--- config.mk ---
export PLATFORM = sky130hd
export DESIGN_NAME = uart_tx_fifo_core_flat
export DESIGN_NICKNAME = d
export VERILOG_FILES = /design/src/rtl/uart_pkg.sv /design/src/rtl/uart_tx_fifo_core_if.sv /design/src/rtl/uart_sync_fifo.sv /design/src/rtl/uart_tx_fifo_core.sv /design/src/flat_wrapper.sv
export SDC_FILE = /design/constraint.sdc
export NUM_CORES = 1
export LEC_CHECK = 0
export BUFFER_PORTS_ARGS = -buffer_cell sky130_fd_sc_hd__buf_4
export CAP_MARGIN = 10
export CORE_ASPECT_RATIO = 0.6
export CORE_MARGIN = 8
export CORE_UTILIZATION = 45
export CTS_CLUSTER_SIZE = 14
export DETAILED_ROUTE_END_ITERATION = 10
export GPL_TIMING_DRIVEN = 0
export SLEW_MARGIN = 20
export SYNTH_ARGS = -nofsm -noshare
export SYNTH_HDL_FRONTEND = slang
export SYNTH_HIERARCHICAL = 1
export SYNTH_SLANG_ARGS = --single-unit
--- constraint.sdc ---
create_clock -name i_clk -period 4.05 [get_ports i_clk]
set_input_delay 0.405 -clock i_clk [delete_from_list [all_inputs] [get_ports i_clk]]
set_output_delay 0.405 -clock i_clk [all_outputs]
set_load 0.01 [all_outputs]
--- src/rtl/uart_pkg.sv ---
// Shared UART definitions: frame FSM states and frame geometry.
// Used by the transmitter here and usable by the companion receiver.
package uart_pkg;

   typedef enum logic [1:0] {
      ST_IDLE  = 2'd0,
      ST_START = 2'd1,
      ST_DATA  = 2'd2,
      ST_STOP  = 2'd3
   } uart_state_e;

   localparam int   OVERSAMPLE = 8;
   localparam int   DATA_BITS  = 8;
   localparam logic LINE_IDLE  = 1'b1;

endpackage

--- src/rtl/uart_tx_fifo_core_if.sv ---
// Byte-wide valid/ready write port into the UART transmitter FIFO.
interface uart_tx_fifo_core_if;

   logic       i_txValid;
   logic [7:0] i_txData;
   logic       o_txReady;

   modport master (output i_txValid, output i_txData, input o_txReady);
   modport slave  (input i_txValid, input i_txData, output o_txReady);

endinterface

--- src/rtl/uart_sync_fifo.sv ---
// Single-clock show-ahead FIFO; push while full and pop while empty are ignored.
module uart_sync_fifo #(
   parameter int WIDTH = 8,
   parameter int DEPTH = 16
) (
   input  logic                   i_clk,
   input  logic                   i_res,
   input  logic                   i_push,
   input  logic [WIDTH-1:0]       i_data,
   input  logic                   i_pop,
   output logic [WIDTH-1:0]       o_data,
   output logic                   o_full,
   output logic                   o_empty,
   output logic [$clog2(DEPTH):0] o_count
);

   localparam int AW = $clog2(DEPTH);

   logic [WIDTH-1:0] r_mem [DEPTH];
   logic [AW-1:0]    r_wr_ptr;
   logic [AW-1:0]    r_rd_ptr;
   logic [AW:0]      r_count;
   logic             w_push;
   logic             w_pop;

   assign w_push  = i_push && !o_full;
   assign w_pop   = i_pop && !o_empty;
   assign o_full  = (r_count == (AW+1)'(DEPTH));
   assign o_empty = (r_count == '0);
   assign o_count = r_count;
   assign o_data  = r_mem[r_rd_ptr];

   // NOTE: sequential state uses <= so every register samples pre-edge values.
   always_ff @(posedge i_clk) begin
      if (i_res) begin
         r_wr_ptr <= '0;
         r_rd_ptr <= '0;
         r_count  <= '0;
      end else begin
         if (w_push) r_wr_ptr <= r_wr_ptr + 1'b1;
         if (w_pop)  r_rd_ptr <= r_rd_ptr + 1'b1;
         case ({w_push, w_pop})
            2'b10:   r_count <= r_count + 1'b1;
            2'b01:   r_count <= r_count - 1'b1;
            default: r_count <= r_count;
         endcase
      end
   end

   // NOTE: storage is not reset; the pointers and count alone define which entries are valid.
   always_ff @(posedge i_clk) begin
      if (w_push) r_mem[r_wr_ptr] <= i_data;
   end

endmodule

--- src/rtl/uart_tx_fifo_core.sv ---
// 8N1 UART transmitter: FIFO-buffered write port, 8x-tick baud generator, frame FSM.
// The line output is registered from the current state, so it trails the FSM by one clock.
module uart_tx_fifo_core
   import uart_pkg::*;
#(
   parameter int FIFO_DEPTH = 16,
   parameter int STOP_BITS  = 1
) (
   input  logic                        i_clk,
   input  logic                        i_res,
   input  logic [15:0]                 i_baud,
   uart_tx_fifo_core_if.slave          io_tx,
   output logic                        o_tx_pin,
   output logic                        o_busy,
   output logic [$clog2(FIFO_DEPTH):0] o_fifoCount
);

   localparam logic [2:0] LAST_TICK = 3'(OVERSAMPLE - 1);
   localparam logic [2:0] LAST_BIT  = 3'(DATA_BITS - 1);
   localparam logic       LAST_STOP = 1'(STOP_BITS - 1);

   uart_state_e          r_state;
   uart_state_e          w_next;
   logic [DATA_BITS-1:0] r_shift;
   logic [15:0]          r_baud_l;
   logic [15:0]          r_baud_cnt;
   logic [2:0]           r_tick_cnt;
   logic [2:0]           r_bit_cnt;
   logic                 r_stop_cnt;
   logic                 r_tx_pin;

   logic                 w_pop;
   logic                 w_tick;
   logic                 w_bit_end;
   logic                 w_pin_d;
   logic                 w_full;
   logic                 w_empty;
   logic [DATA_BITS-1:0] w_fifo_data;

   uart_sync_fifo #(
      .WIDTH (DATA_BITS),
      .DEPTH (FIFO_DEPTH)
   ) u_fifo (
      .i_clk   (i_clk),
      .i_res   (i_res),
      .i_push  (io_tx.i_txValid),
      .i_data  (io_tx.i_txData),
      .i_pop   (w_pop),
      .o_data  (w_fifo_data),
      .o_full  (w_full),
      .o_empty (w_empty),
      .o_count (o_fifoCount)
   );

   assign io_tx.o_txReady = !w_full;
   assign o_busy          = (r_state != ST_IDLE) || !w_empty;
   assign o_tx_pin        = r_tx_pin;

   assign w_tick    = (r_state != ST_IDLE) && (r_baud_cnt == r_baud_l);
   assign w_bit_end = w_tick && (r_tick_cnt == LAST_TICK);

   // NOTE: every output of this block gets a default first, so no latch is inferred.
   always_comb begin
      w_next  = r_state;
      w_pop   = 1'b0;
      w_pin_d = LINE_IDLE;
      case (r_state)
         ST_IDLE: begin
            if (!w_empty) begin
               w_pop  = 1'b1;
               w_next = ST_START;
            end
         end
         ST_START: begin
            w_pin_d = 1'b0;
            if (w_bit_end) w_next = ST_DATA;
         end
         ST_DATA: begin
            w_pin_d = r_shift[0];
            if (w_bit_end && (r_bit_cnt == LAST_BIT)) w_next = ST_STOP;
         end
         ST_STOP: begin
            // Pop straight into the next start bit so queued bytes go out without an idle gap.
            if (w_bit_end && (r_stop_cnt == LAST_STOP)) begin
               if (!w_empty) begin
                  w_pop  = 1'b1;
                  w_next = ST_START;
               end else begin
                  w_next = ST_IDLE;
               end
            end
         end
         default: w_next = ST_IDLE;
      endcase
   end

   always_ff @(posedge i_clk) begin
      if (i_res) r_state <= ST_IDLE;
      else       r_state <= w_next;
   end

   always_ff @(posedge i_clk) begin
      if (i_res) begin
         r_tx_pin   <= LINE_IDLE;
         r_shift    <= '0;
         r_baud_l   <= '0;
         r_baud_cnt <= '0;
         r_tick_cnt <= '0;
         r_bit_cnt  <= '0;
         r_stop_cnt <= 1'b0;
      end else begin
         r_tx_pin <= w_pin_d;
         if (w_pop) begin
            // Frame start: baud is frozen here so later i_baud changes wait for the next frame.
            r_shift    <= w_fifo_data;
            r_baud_l   <= i_baud;
            r_baud_cnt <= '0;
            r_tick_cnt <= '0;
            r_bit_cnt  <= '0;
            r_stop_cnt <= 1'b0;
         end else if (w_tick) begin
            r_baud_cnt <= '0;
            r_tick_cnt <= r_tick_cnt + 3'd1;
            if (r_tick_cnt == LAST_TICK) begin
               if (r_state == ST_DATA) begin
                  r_shift   <= r_shift >> 1;
                  r_bit_cnt <= r_bit_cnt + 3'd1;
               end
               if (r_state == ST_STOP) r_stop_cnt <= r_stop_cnt + 1'b1;
            end
         end else if (r_state != ST_IDLE) begin
            r_baud_cnt <= r_baud_cnt + 16'd1;
         end
      end
   end

endmodule

--- src/flat_wrapper.sv ---
// flat-port wrapper written by rule: the top's interface ports become plain ports
module uart_tx_fifo_core_flat import uart_pkg::*;
#(
   parameter int FIFO_DEPTH = 16,
   parameter int STOP_BITS  = 1
)
  (i_clk, i_res, i_baud, o_tx_pin, o_busy, o_fifoCount, io_tx_i_txValid, io_tx_i_txData, io_tx_o_txReady);
  uart_tx_fifo_core_if io_tx_i ();
  input  logic i_clk;
  input  logic i_res;
  input  logic [15:0] i_baud;
  output logic o_tx_pin;
  output logic o_busy;
  output logic [$clog2(FIFO_DEPTH):0] o_fifoCount;
  input wire logic [$bits(io_tx_i.i_txValid)-1:0] io_tx_i_txValid;
  input wire logic [$bits(io_tx_i.i_txData)-1:0] io_tx_i_txData;
  output wire logic [$bits(io_tx_i.o_txReady)-1:0] io_tx_o_txReady;
  assign io_tx_i.i_txValid = io_tx_i_txValid;
  assign io_tx_i.i_txData = io_tx_i_txData;
  assign io_tx_o_txReady = io_tx_i.o_txReady;
  uart_tx_fifo_core #(.FIFO_DEPTH(FIFO_DEPTH), .STOP_BITS(STOP_BITS)) u_core (.i_clk(i_clk), .i_res(i_res), .i_baud(i_baud), .io_tx(io_tx_i), .o_tx_pin(o_tx_pin), .o_busy(o_busy), .o_fifoCount(o_fifoCount));
endmodule
Word level (Yosys, flattened, before mapping)
Memory sizes are Yosys's and may differ from the RTL's. A register that Yosys moved wholly into a read port is not among the register bits.
Cells that the tools add are included.
Widths: inputs -> output; s select.
{ "classes": {"n_addsub": 8, "n_eq_ne": 13, "n_mux": 19, "bitwise_logic": 1, "reduce_logical": 22} }
{ "ops": {"columns": ["cell", "count"], "rows": [
  ["$mux 8", 4],
  ["$add 16x1->16 const B", 1],
  ["$eq 16x16->1", 1],
  ["$pmux 5 s2", 1],
  ["$reduce_bool 2->1", 5],
  ["$reduce_and 3->1", 3],
  ["$add 4x1->4 const B", 2],
  ["$mux 2", 4],
  ["$mux 4", 2],
  ["$pmux 2 s4", 1],
  ["$add 3x1->3 const B", 2],
  ["$eq 2x2->1 const B", 3],
  ["$eq 3x3->1 const B", 2],
  ["$logic_and 1x1->1", 6],
  ["$ne 2x1->1 const B", 3],
  ["$add 5x1->5 const B", 1],
  ["$eq 5x5->1 const B", 1],
  ["$logic_not 5->1", 1],
  ["$mux 1", 5],
  ["$sub 5x1->5 const B", 1],
  ["$eq 2x1->1 const B", 2],
  ["$pmux 1 s2", 2],
  ["$reduce_and 4->1", 1],
  ["$reduce_or 3->1", 1],
  ["other kinds (7)", 8]
]} }
{ "word_totals": {"regBits": 63, "ram_bits": 128, "in_bits": 27, "output_inout_bits": 8, "word_cells": 75, "n_memories": 1} }
{ "memory_table": {"columns": ["memory", "depth", "word_bits", "rd", "rd_clocked_by_memory_dff", "wr", "line", "source"], "rows": [
  ["u_core.u_fifo.r_mem", 16, 8, 1, 1, 1, "uart_sync_fifo.sv:19", "logic [WIDTH-1:0] r_mem [DEPTH];"]
]} }

Logic depth before layout (Yosys ltp)
Gate-level depths: netlist of run 1.
{ "depth": {"depth_word": 9, "mapped_depth": 17, "depth_no_buf": 16} }

Hierarchy
The synthesis of run 1 kept the hierarchy.
{ "by_module_without_submodules": {"columns": ["mod", "instances", "cells_per_inst", "area_per_inst_um2", "seq_area_each_um2"], "rows": [
  ["uart_sync_fifo", 1, 330, 5891.9, 4184.0],
  ["uart_tx_fifo_core", 1, 291, 2538.7, 1001.0]
]} }

Least setup slack after synthesis of run 1
OpenSTA, ideal clock, no wires.
{ "synth_path": {"path_kind": "flip-flop to flip-flop", "from": "register u_core.r_state[0]", "to": "register u_core.u_fifo.r_count[4] (netlist: u_core/u_fifo/o_count[4])", "setup_ns": 0.129, "arrival_ns": 3.417, "required_time_ns": 3.921, "path_slack_ns": 0.504, "stages_incl_launch_ff": 18, "n_path_buf": 1, "period_less_slack_ns": 3.546, "cell_sequence": "dfxtp_1 inv_1 ha_1 nor2_1 nand3_2 o41ai_4 nand2_2 clkinv_1 o21ai_4 inv_1 ha_1 clkbuf_1 xor2_1 ha_1 nand2_1 o21ai_0 nor3_1 nand4bb_1"} }
{ "synth_between": {"elab_chain_len": 9, "word_cells_on_any_way": 13, "classes_between": "eq/ne (3); mux (3); reduce/logical (7)"} }
{ "synth_lines": {"columns": ["item", "line", "source"], "rows": [
  ["start, declared", "uart_tx_fifo_core.sv:22", "uart_state_e r_state;"],
  ["start signal, assigned", "uart_tx_fifo_core.sv:99", "else r_state <= w_next;"],
  ["$reduce_bool 2->1", "uart_tx_fifo_core.sv:59", "assign w_tick = (r_state != ST_IDLE) && (r_baud_cnt == r_baud_l);"],
  ["$logic_and 1x1->1", "uart_tx_fifo_core.sv:59", null],
  ["$logic_and 1x1->1", "uart_tx_fifo_core.sv:60", "assign w_bit_end = w_tick && (r_tick_cnt == LAST_TICK);"],
  ["$logic_and 1x1->1", "uart_tx_fifo_core.sv:84", "if (w_bit_end && (r_stop_cnt == LAST_STOP)) begin"],
  ["$mux 1", "uart_tx_fifo_core.sv:84", null],
  ["$pmux 1 s2 *", "uart_tx_fifo_core.sv:67", "case (r_state)"],
  ["named net u_core.w_pop", "uart_tx_fifo_core.sv:32", "logic w_pop;"],
  ["$logic_and 1x1->1 *", "uart_sync_fifo.sv:27", "assign w_pop = i_pop && !o_empty;"],
  ["named net u_core.u_fifo.w_pop", "uart_sync_fifo.sv:24", "logic w_pop;"],
  ["$eq 2x1->1 or $eq 2x2->1 (tied branches)", "uart_sync_fifo.sv:42", "case ({w_push, w_pop})"],
  ["$pmux 5 s2 or $reduce_bool 2->1 (tied branches)", null, null],
  ["end signal, assigned", "uart_sync_fifo.sv:43", "2'b10: r_count <= r_count + 1'b1;"],
  ["end signal, assigned", "uart_sync_fifo.sv:44", "2'b01: r_count <= r_count - 1'b1;"],
  ["end signal, assigned", "uart_sync_fifo.sv:45", "default: r_count <= r_count;"],
  ["end, declared", "uart_sync_fifo.sv:22", "logic [AW:0] r_count;"]
]} }
Mark *: on every way through the listed nets, which the timed path passes. The rest lies on a longest branch.
A chain may end at the register's enable or synchronous reset.

Final worst setup path of run 1
{ "layout_path": {"from": "register u_core.u_fifo.r_count[1] (netlist: u_core/u_fifo/o_count[1])", "to": "register u_core.u_fifo.r_count[4] (netlist: u_core/u_fifo/o_count[4])"} }
{ "layout_between": {"elab_chain_len": 7, "word_cells_on_any_way": 15, "classes_between": "add/sub (2); eq/ne (3); mux (4); reduce/logical (6)"} }
{ "layout_lines": {"columns": ["item", "line", "source"], "rows": [
  ["$logic_not 5->1 *", "uart_sync_fifo.sv:29", "assign o_empty = (r_count == '0);"],
  ["named net u_core.w_empty", "uart_tx_fifo_core.sv:37", "logic w_empty;"],
  ["$mux 1 *", "uart_tx_fifo_core.sv:69, uart_tx_fifo_core.sv:85", null],
  ["$mux 1", "uart_tx_fifo_core.sv:84", null],
  ["$pmux 1 s2 *", "uart_tx_fifo_core.sv:67", null],
  ["named net u_core.w_pop", "uart_tx_fifo_core.sv:32", null],
  ["$logic_and 1x1->1 *", "uart_sync_fifo.sv:27", null],
  ["named net u_core.u_fifo.w_pop", "uart_sync_fifo.sv:24", null],
  ["$eq 2x1->1 or $eq 2x2->1 (tied branches)", "uart_sync_fifo.sv:42", null],
  ["$pmux 5 s2 or $reduce_bool 2->1 (tied branches)", null, null]
]} }
Marked as above.

==> results by group, run 1 <==
Synth
  – Xor/xnor cell area share of the yosys netlist: under 10%
  – Cell count after synthesis: between 600 and 700
  – Synth Cell Area: between 8000 and 9000 sq um
  – Adder-cell share of the synthesized area: 2.67%
  – Synthesized net count: 666
  – Largest family of logic cells by synthesized area: multiplexers
  – Unique masters post-synth: 63
  – Synth area leader: edfxtp_1
  – Most used DFF post-synth: edfxtp_1
  – Syn Area/Cell: roughly 14 sq um
  – Sequential fraction of the synthesis area: just over 60%
  – Synth Area in Compound Gates: under 10%
  – Synth Area in Simple Gates: under 10%
  – Synthesis warning total: 6
  – Post-synth top area share: a little under half
  – Commonest cells in the synthesized netlist: edfxtp_1 (128), dfxtp_1 (67), nor2_1 (51), mux4_2 (32)
  – Post-synth ARST share: 0%
  – Synth top area cells: edfxtp_1 (46%), dfxtp_1 (16%), mux4_2 (8.5%), ha_1 (2.7%), xor2_1 (2.4%)
  – Post-synth EDFFs: 128
  – Most frequent cell after synthesis: edfxtp_1
  – Post-synthesis mux area share: roughly a tenth
  – Synthesized flop and latch total: approximately 200

Worst setup path
  – FF-to-FF Start: u_core/u_fifo/o_count[1]
  – Critical path class: register to register
  – CP required: between 4000 and 5000 ps
  – Critical path startpoint category: register
  – Cell breakdown of the critical path: buf_6, or4_4, buf_6, nor2_2, nor2_1, nand2_2, clkinv_2, o21ai_4, inv_1, ha_1, clkbuf_2, xor2_1, ha_1, o31ai_2, o22ai_1, nand4bb_1
  – R2R cell count: 16
  – CP Max Fanout: 10
  – Worst path max stage delay: between 500 and 600 ps
  – Max stage delay cell, worst path: or4_4
  – Crit path DAT: slightly above 4000 ps
  – RR Endpoint: u_core/u_fifo/o_count[4]
  – Crit path capture type: register
  – Critical path origin: u_core/u_fifo/o_count[1]
  – Worst Setup EP: u_core/u_fifo/o_count[4]
  – R2R Setup Slk: ~280 ps

Cells and area
  – Antenna Cells: 0
  – Register area: around 5200 sq um
  – Fin cells: ~930
  – Layout cell share with drive strength beyond 1: roughly a fifth
  – Fin nets: 724
  – Multi-input logic area: 3050 sq um
  – Filler cell count: 1544
  – Post-layout util: 52.9%
  – Area Overhead vs Synth: 14.2%

Placed design
  – Post-DP HPWL: approximately 14000 microns
  – RePlAce Congestion: about 0.84
  – I/O Buffers: 34
  – Placed cells: between 800 and 900

Global route
  – First-pass GRT wire length: 30500 microns
  – Largest net degree at the start of global routing: 19
  – Initial antenna violation count: 0
  – Total gr overflow: 0
  – Number of global-route vias before repair: between 5000 and 6000
  – Gr usage total: ~17%

Run
  – Max_cap viols: 0

Timing
  – Clock Skews: 10.5 ps
  – Fin. max-slew vios: 0
  – Minimum clock period: between 3000 and 4000 ps
  – WHS: between 200 and 250 ps
  – Max frequency: roughly 260 MHz
  – Fin. Hold Viols: 0
  – Slew @ Worst Pin: approximately 1000 ps
  – RSZ-0062 raised after global routing: no
  – Final setup viols: 0
  – Final period util: between 90% and 100%
  – Slew headroom: 31.9%

Pwr
  – Flop pwr share: 41.4%
  – Sw Share: between 30% and 40%
  – Pint: between 0.003 and 0.004 W
  – Peak supply drop: approximately 0.36 mV
  – Combinational share of power: roughly 31%
  – Pleak: 3.45 nW
  – P_sw: around 0.0021 W
  – Clk pwr share: 28.0%
  – Pwr Density: 614 nW/um^2

Clocking
  – Clock latency on the worst-skew pair: approximately 440 ps
  – Clock buffer count from CTS: 17
  – CTS sink cnt: between 150 and 200
  – CTS tree: yes
  – Number of H-tree levels: 4
  – Root Buffer Master: clkbuf_16
  – Worst-path clk slew: about 80 ps
  – Clk buf depth: 2

Die
  – Die Ht: about 120 microns
  – Row cnt: 38
  – Die width: 193 microns
  – Placeable Area: 18200 sq um
  – # IOs: 35
  – Die ar.: 23500 sq um
  – Initial Utilization: between 40% and 50%

Drt
  – DR pass1 iterations: 5
  – Avg WL per Cell: 21.4 microns
  – Vias: between 5000 and 6000
  – DRC violations left: 0
  – Post-Route WL: about 20000 microns
  – Iter 0 DRT Violations: roughly 500
  – Antenna viol nets, final: 0
  – Vias per cell: a little under 6

Status
  – Status: finished clean

Min path
  – Type of the worst min-delay path: primary input to register
-- flip-flops by register name, summed over array words and instances, names as in the netlist, named ones only --
register                flops
u_core/u_fifo/o_count       5
u_core/o_tx_pin             1
u_core/u_fifo/r_wr_ptr      4
u_core/r_shift              8
u_core/r_baud_l            16
u_core/r_state              2
u_core/u_fifo/r_rd_ptr      4
u_core/r_baud_cnt          16
u_core/r_bit_cnt            3
u_core/r_tick_cnt           3
u_core/r_stop_cnt           1
u_core/u_fifo/r_mem       128
-- what timing repair did --
action | CTS | global route
hold buffers | 0 | 0
gates cloned | 0 | 0
endpoints found under the setup margin | 2 | 2
setup buffers | 1 | 0
pin swaps | 1 | 0
resized for setup | 1 | 5
-- power groups by stage --
stage	logic [W]	clock network, W	registers [W]
final	0.00181	0.00166	0.00245
after global routing	0.00199	0.00176	0.00247
after CTS	0.00179	0.00168	0.00245
after detailed placement	0.00177	0	0.00249
after global placement	0.00170	0	0.00248
after floorplan	0.00126	0	0.00244
-- through the flow --
step	TNS (ps)	setup slack (ps)	cell area, sq um	power (W)
5_1_grt	0	44.1	9630	0.00622
4_1_cts	0	40.2	9620	0.00592
3_3_place_gp	-166	-140	8990	0.00418
6_report	0	276	9630	0.00591
3_5_place_dp	-453	-304	9040	0.00426
2_1_floorplan	0	504	8430	0.00370
-- logic make-up after synthesis --
kind of cell,after synthesis
adder cells (fa/ha/maj),18
buffers and inverters,51
AND/OR/NAND/NOR,170
flip-flops,195
AO/OA/AOI/OAI,99
multiplexers,48
XOR/XNOR,40
-- cell usage in the layout (no fill, tap or decap), types with 3 or more instances in the layout --
master,n
buf_4,39
nor3_1,21
clkbuf_16,18
mux2i_1,16
inv_1,15
o31ai_1,7
xnor2_1,17
and3_1,5
nor2_1,50
ha_1,18
mux4_2,32
clkinv_4,3
xor2_1,23
edfxtp_1,128
inv_6,5
nand4_1,7
clkbuf_1,18
o21a_1,3
buf_6,3
nor2b_1,4
nand2b_1,4
buf_2,9
a21oi_1,26
nand2_1,27
dfxtp_1,67
or2_2,3
nor3_2,4
a22oi_1,16
buf_1,3
o21ai_0,16
nand3_1,27
-- critical path, delay by kind of cell, from the launching register on --
kind	cells	cell delay, ps
xor gates and xnor gates	1	170
adders and majority gates	2	480
and+or+nand+nor	5	1320
buffers and inverters	5	760
AOI/OAI and AO/OA	3	590
DFF	1	330
-- metal layers --
metal / wire length [microns] / vias up / global-route usage [%]
li1: - / 2467 / -
met1: 9890 / 2721 / 27.2
met2: 8120 / 181 / 23.0
met3: 1740 / 18 / 4.85
met4: 172 / 0 / 4.75
met5: 0 / - / 0
-- worst min path at each step --
stage,slack [ps],cells after the start,start,end
finish,230,3,i_baud[11],u_core/r_baud_l[11]
global route,220,3,i_baud[6],u_core/r_baud_l[6]
CTS,210,3,i_baud[11],u_core/r_baud_l[11]
detailed placement,480,2,u_core/r_baud_l[0],u_core/r_baud_l[0]
global placement,480,2,u_core/r_baud_l[2],u_core/r_baud_l[2]
floorplan,440,2,u_core/r_shift[0],u_core/o_tx_pin
-- final cells by class --
| cell class | instances | share of cell area [%] |
|---|---|---|
| buffer | 34 | 1.69 |
| sequential | 195 | 53.8 |
| inverter | 17 | 0.675 |
| clock buffer | 18 | 4.68 |
| tap | 240 | 3.12 |
| timing repair buffer | 39 | 3.04 |
| multi-input combinational | 375 | 31.6 |
| clock inverter | 14 | 1.33 |
(Power assumes the default switching activity.)
==> run 2, diff against run 1 <==
Settings changed: SKIP_CTS_REPAIR_TIMING set to 1, SYNTH_HIERARCHICAL 1 to unset.
==> run 2 against run 1 <==
Effect of this change:
- clock power is essentially flat
- sequential power hardly changed
- core utilization down 0.23 points
- non-clock buffer count fell by 1
- first-iteration DRC count shrank 8.0%
- maximum frequency is 4.9% lower
- synthesized area down 2.6%
- worst hold slack got worse by 11 ps
- setup slack worse by 190 ps
- via count decreased by 6.8%
==> results by group, run 2 <==
Timing
  – Final setup viols: 0 (unchanged)
  – Clock Skews: 15.5 ps (was 10.5 ps)
  – Post-route setup slack: 81.1 ps (was 276 ps)
  – Slew headroom: 37.2% (was 31.9%)
  – Slew @ Worst Pin: 939 ps (was 1020 ps)
  – Fin. Hold Viols: 0 (unchanged)
  – Minimum clock period: 3970 ps (was 3770 ps)
  – Fin. max-slew vios: 0 (unchanged)
  – Final period util: 98.0% (was 93.2%)
  – Max frequency: 252 MHz (was 265 MHz)

Pwr
  – P_sw: 0.00214 W (was 0.00207 W)
  – Flop pwr share: 39.5% (was 41.4%)
  – Sw Share: 34.2% (was 35.1%)
  – Pleak: 3.27 nW (was 3.45 nW)
  – Clk pwr share: 26.7% (was 28.0%)
  – Pwr Density: 659 nW/um^2 (was 614 nW/um^2)
  – Peak supply drop: 0.326 mV (was 0.358 mV)
  – Pint: 0.00410 W (was 0.00384 W)
  – Combinational share of power: 33.8% (was 30.6%)

Synth
  – Unique masters post-synth: 51 (was 63)
  – Syn Area/Cell: 14.0 sq um (was 13.6 sq um)
  – Synth top area cells: edfxtp_1 (47%), dfxtp_1 (16%), mux4_2 (11%), xor2_1 (3.2%), nor2_1 (2.7%) (was edfxtp_1 (46%), dfxtp_1 (16%), mux4_2 (8.5%), ha_1 (2.7%), xor2_1 (2.4%))
  – Synthesized net count: 630 (was 666)
  – Synthesized flop and latch total: 195 (unchanged)
  – Post-synth ARST share: 0% (unchanged)
  – Cell count after synthesis: 586 (was 621)
  – Synth area leader: edfxtp_1 (unchanged)
  – Post-synth top area share: 46.8% (was 45.6%)
  – Sequential fraction of the synthesis area: 63.2% (was 61.5%)
  – Synthesis warning total: 0 (was 6)
  – Post-synth EDFFs: 128 (unchanged)
  – Most frequent cell after synthesis: edfxtp_1 (unchanged)
  – Most used DFF post-synth: edfxtp_1 (unchanged)
  – Commonest cells in the synthesized netlist: edfxtp_1 (128), dfxtp_1 (67), nor2_1 (58), nand2_1 (52), mux4_2 (40) (was edfxtp_1 (128), dfxtp_1 (67), nor2_1 (51), mux4_2 (32))
  – Synth Cell Area: 8210 sq um (was 8430 sq um)

Status
  – Status: finished clean (unchanged)

Drt
  – Avg WL per Cell: 20.5 microns (was 21.4 microns)
  – Post-Route WL: 18300 microns (was 19900 microns)
  – Antenna viol nets, final: 0 (unchanged)
  – Vias per cell: 5.61 (was 5.78)
  – Vias: 5018 (was 5387)
  – DR pass1 iterations: 5 (unchanged)
  – Iter 0 DRT Violations: 457 (was 497)
  – DRC violations left: 0 (unchanged)

Clocking
  – Worst-path clk slew: 70 ps (was 80 ps)
  – CTS tree: yes (unchanged)
  – Clock buffer count from CTS: 17 (unchanged)
  – Number of H-tree levels: 4 (unchanged)
  – Clock latency on the worst-skew pair: 430 ps (was 440 ps)
  – Clk buf depth: 2 (unchanged)
  – Root Buffer Master: clkbuf_16 (unchanged)
  – CTS sink cnt: 195 (unchanged)

Die
  – Initial Utilization: 45.7% (was 46.3%)
  – # IOs: 35 (unchanged)
  – Row cnt: 38 (unchanged)
  – Die ar.: 23000 sq um (was 23500 sq um)
  – Die width: 190 microns (was 193 microns)
  – Die Ht: 121 microns (was 122 microns)
  – Placeable Area: 18000 sq um (was 18200 sq um)

Global route
  – Largest net degree at the start of global routing: 18 (was 19)
  – First-pass GRT wire length: 27700 microns (was 30500 microns)
  – Number of global-route vias before repair: 4798 (was 5190)
  – Initial antenna violation count: 0 (unchanged)
  – Total gr overflow: 0 (unchanged)
  – Gr usage total: 16.0% (was 17.4%)

Worst setup path
  – CP required: 4380 ps (was 4360 ps)
  – Crit path capture type: register (unchanged)
  – Crit path DAT: 4300 ps (was 4090 ps)
  – Critical path startpoint category: register (unchanged)
  – Critical path class: register to register (unchanged)
  – CP Max Fanout: 10 (unchanged)

Placed design
  – Setup WS pre-CTS: -851 ps (was -304 ps)
  – RePlAce Congestion: 0.848 (was 0.841)
  – I/O Buffers: 34 (unchanged)
  – Post-DP HPWL: 12900 microns (was 14300 microns)

Cells and area
  – Max FFs per register: 128 (unchanged)
  – Most common cell after layout, fill and taps aside: edfxtp_1 (unchanged)
  – Area Overhead vs Synth: 15.3% (was 14.2%)
  – Most frequent cells in the layout: edfxtp_1 (128), dfxtp_1 (67), nor2_1 (58), nand2_1 (52), buf_4 (41) (was edfxtp_1 (128), dfxtp_1 (67), nor2_1 (50), buf_4 (39), mux4_2 (32))
  – Largest Register: u_core.u_fifo.r_mem (was u_core/u_fifo/r_mem)
  – Layout cell share with drive strength beyond 1: 21.5% (was 20.2%)
  – Largest regs: u_core.u_fifo.r_mem x128, u_core.r_baud_cnt x16, u_core.r_baud_l x16 (was u_core/u_fifo/r_mem x128, u_core/r_baud_cnt x16, u_core/r_baud_l x16)
  – Post-layout util: 52.7% (was 52.9%)
  – Antenna Cells: 0 (unchanged)
  – Fin nets: 687 (was 724)

Run
  – Max_cap viols: 0 (unchanged)

Min path
  – Type of the worst min-delay path: primary input to register (unchanged)
==> run 2: cell count changes after synthesis, moves of 7 or more <==
cell,before,now
nand3_1,27,6
nor3_1,25,17
xor2_1,23,30
o21ai_0,17,5
a22oi_1,16,0
a211oi_1,2,9
o31ai_1,8,1
mux4_2,32,40
nor2_1,51,58
nand2_1,27,52
==> run 2: routing by layer <==
| metal | GRT usage (%) | vias up | routed length, microns |
|---|---|---|---|
| li1 | - | 2285 | - |
| met2 | 22.1 | 154 | 7640 |
| met4 | 4.30 | 0 | 170 |
| met5 | 0 | - | 0 |
| met1 | 24.3 | 2562 | 9420 |
| met3 | 4.23 | 17 | 1080 |
==> run 2: kinds of logic (layout without fill, tap and decap cells) <==
group,after synthesis,count (layout),share of synthesized area [%]
buffers and inverters,45,114,2.39
xor gates and xnor gates,41,41,4.37
DFF,195,195,63.2
adders and majority gates,17,17,2.59
AOI/OAI and AO/OA,56,56,4.51
muxes,56,56,12.9
and+or+nand+nor,176,176,10.0
==> run 2: per-stage QoR <==
| step | power [W] | instance area, sq um | hold WS, ps | TNS, ps | cells |
|---|---|---|---|---|---|
| floorplan | 0.00384 | 8210 | 447 | 0 | 586 |
| detailed placement | 0.00448 | 8810 | 460 | -1460 | 864 |
| CTS | 0.00614 | 9390 | 199 | -1530 | 895 |
| global placement | 0.00440 | 8760 | 457 | -1010 | 860 |
| finish | 0.00624 | 9470 | 217 | 0 | 895 |
| global route | 0.00652 | 9470 | 202 | -7.01 | 895 |
==> run 2: cell type report <==
cell class | instances | area, sq um
Sequential cell | 195 | 5180
Multi-Input combinational cell | 346 | 2910
Timing Repair Buffer | 40 | 300
Clock buffer | 18 | 429
Tap cell | 240 | 300
Buffer | 32 | 156
Fill cell | 1525 | 8510
Clock inverter | 13 | 148
Inverter | 11 | 41.3
==> run 2: path summary, 6_finish.rpt <==
kind / cells after the start / end / slack (ps) / startpoint
setup reg to reg: 17 / u_core.u_fifo.o_count[4] / 80 / u_core.r_state[0]
setup / recovery: 17 / u_core.u_fifo.o_count[4] / 80 / u_core.r_state[0]
hold reg to reg: 2 / u_core.r_baud_l[5] / 470 / u_core.r_baud_l[5]
hold / removal: 3 / u_core.r_baud_l[5] / 220 / i_baud[5]
==> run 2: power by group through the flow <==
stage | sequential (W) | combinational [W] | clock, W
after floorplan | 0.00248 | 0.00136 | 0
after global placement | 0.00250 | 0.00191 | 0
after detailed placement | 0.00251 | 0.00197 | 0
after CTS | 0.00246 | 0.00199 | 0.00169
after global routing | 0.00249 | 0.00227 | 0.00176
final | 0.00246 | 0.00211 | 0.00167
==> run 2: critical path: stages, from the launching register on <==
cell	delay, ps
dfxtp_1	400
inv_1	110
ha_2	310
nor2_1	150
nand3_1	170
nor4_4	220
a21oi_4	120
inv_2	130
clkbuf_4	250
buf_4	230
ha_1	190
clkbuf_4	200
xor2_1	160
ha_1	300
a211oi_1	90
o41ai_1	550
a221oi_1	160
o311ai_1	120
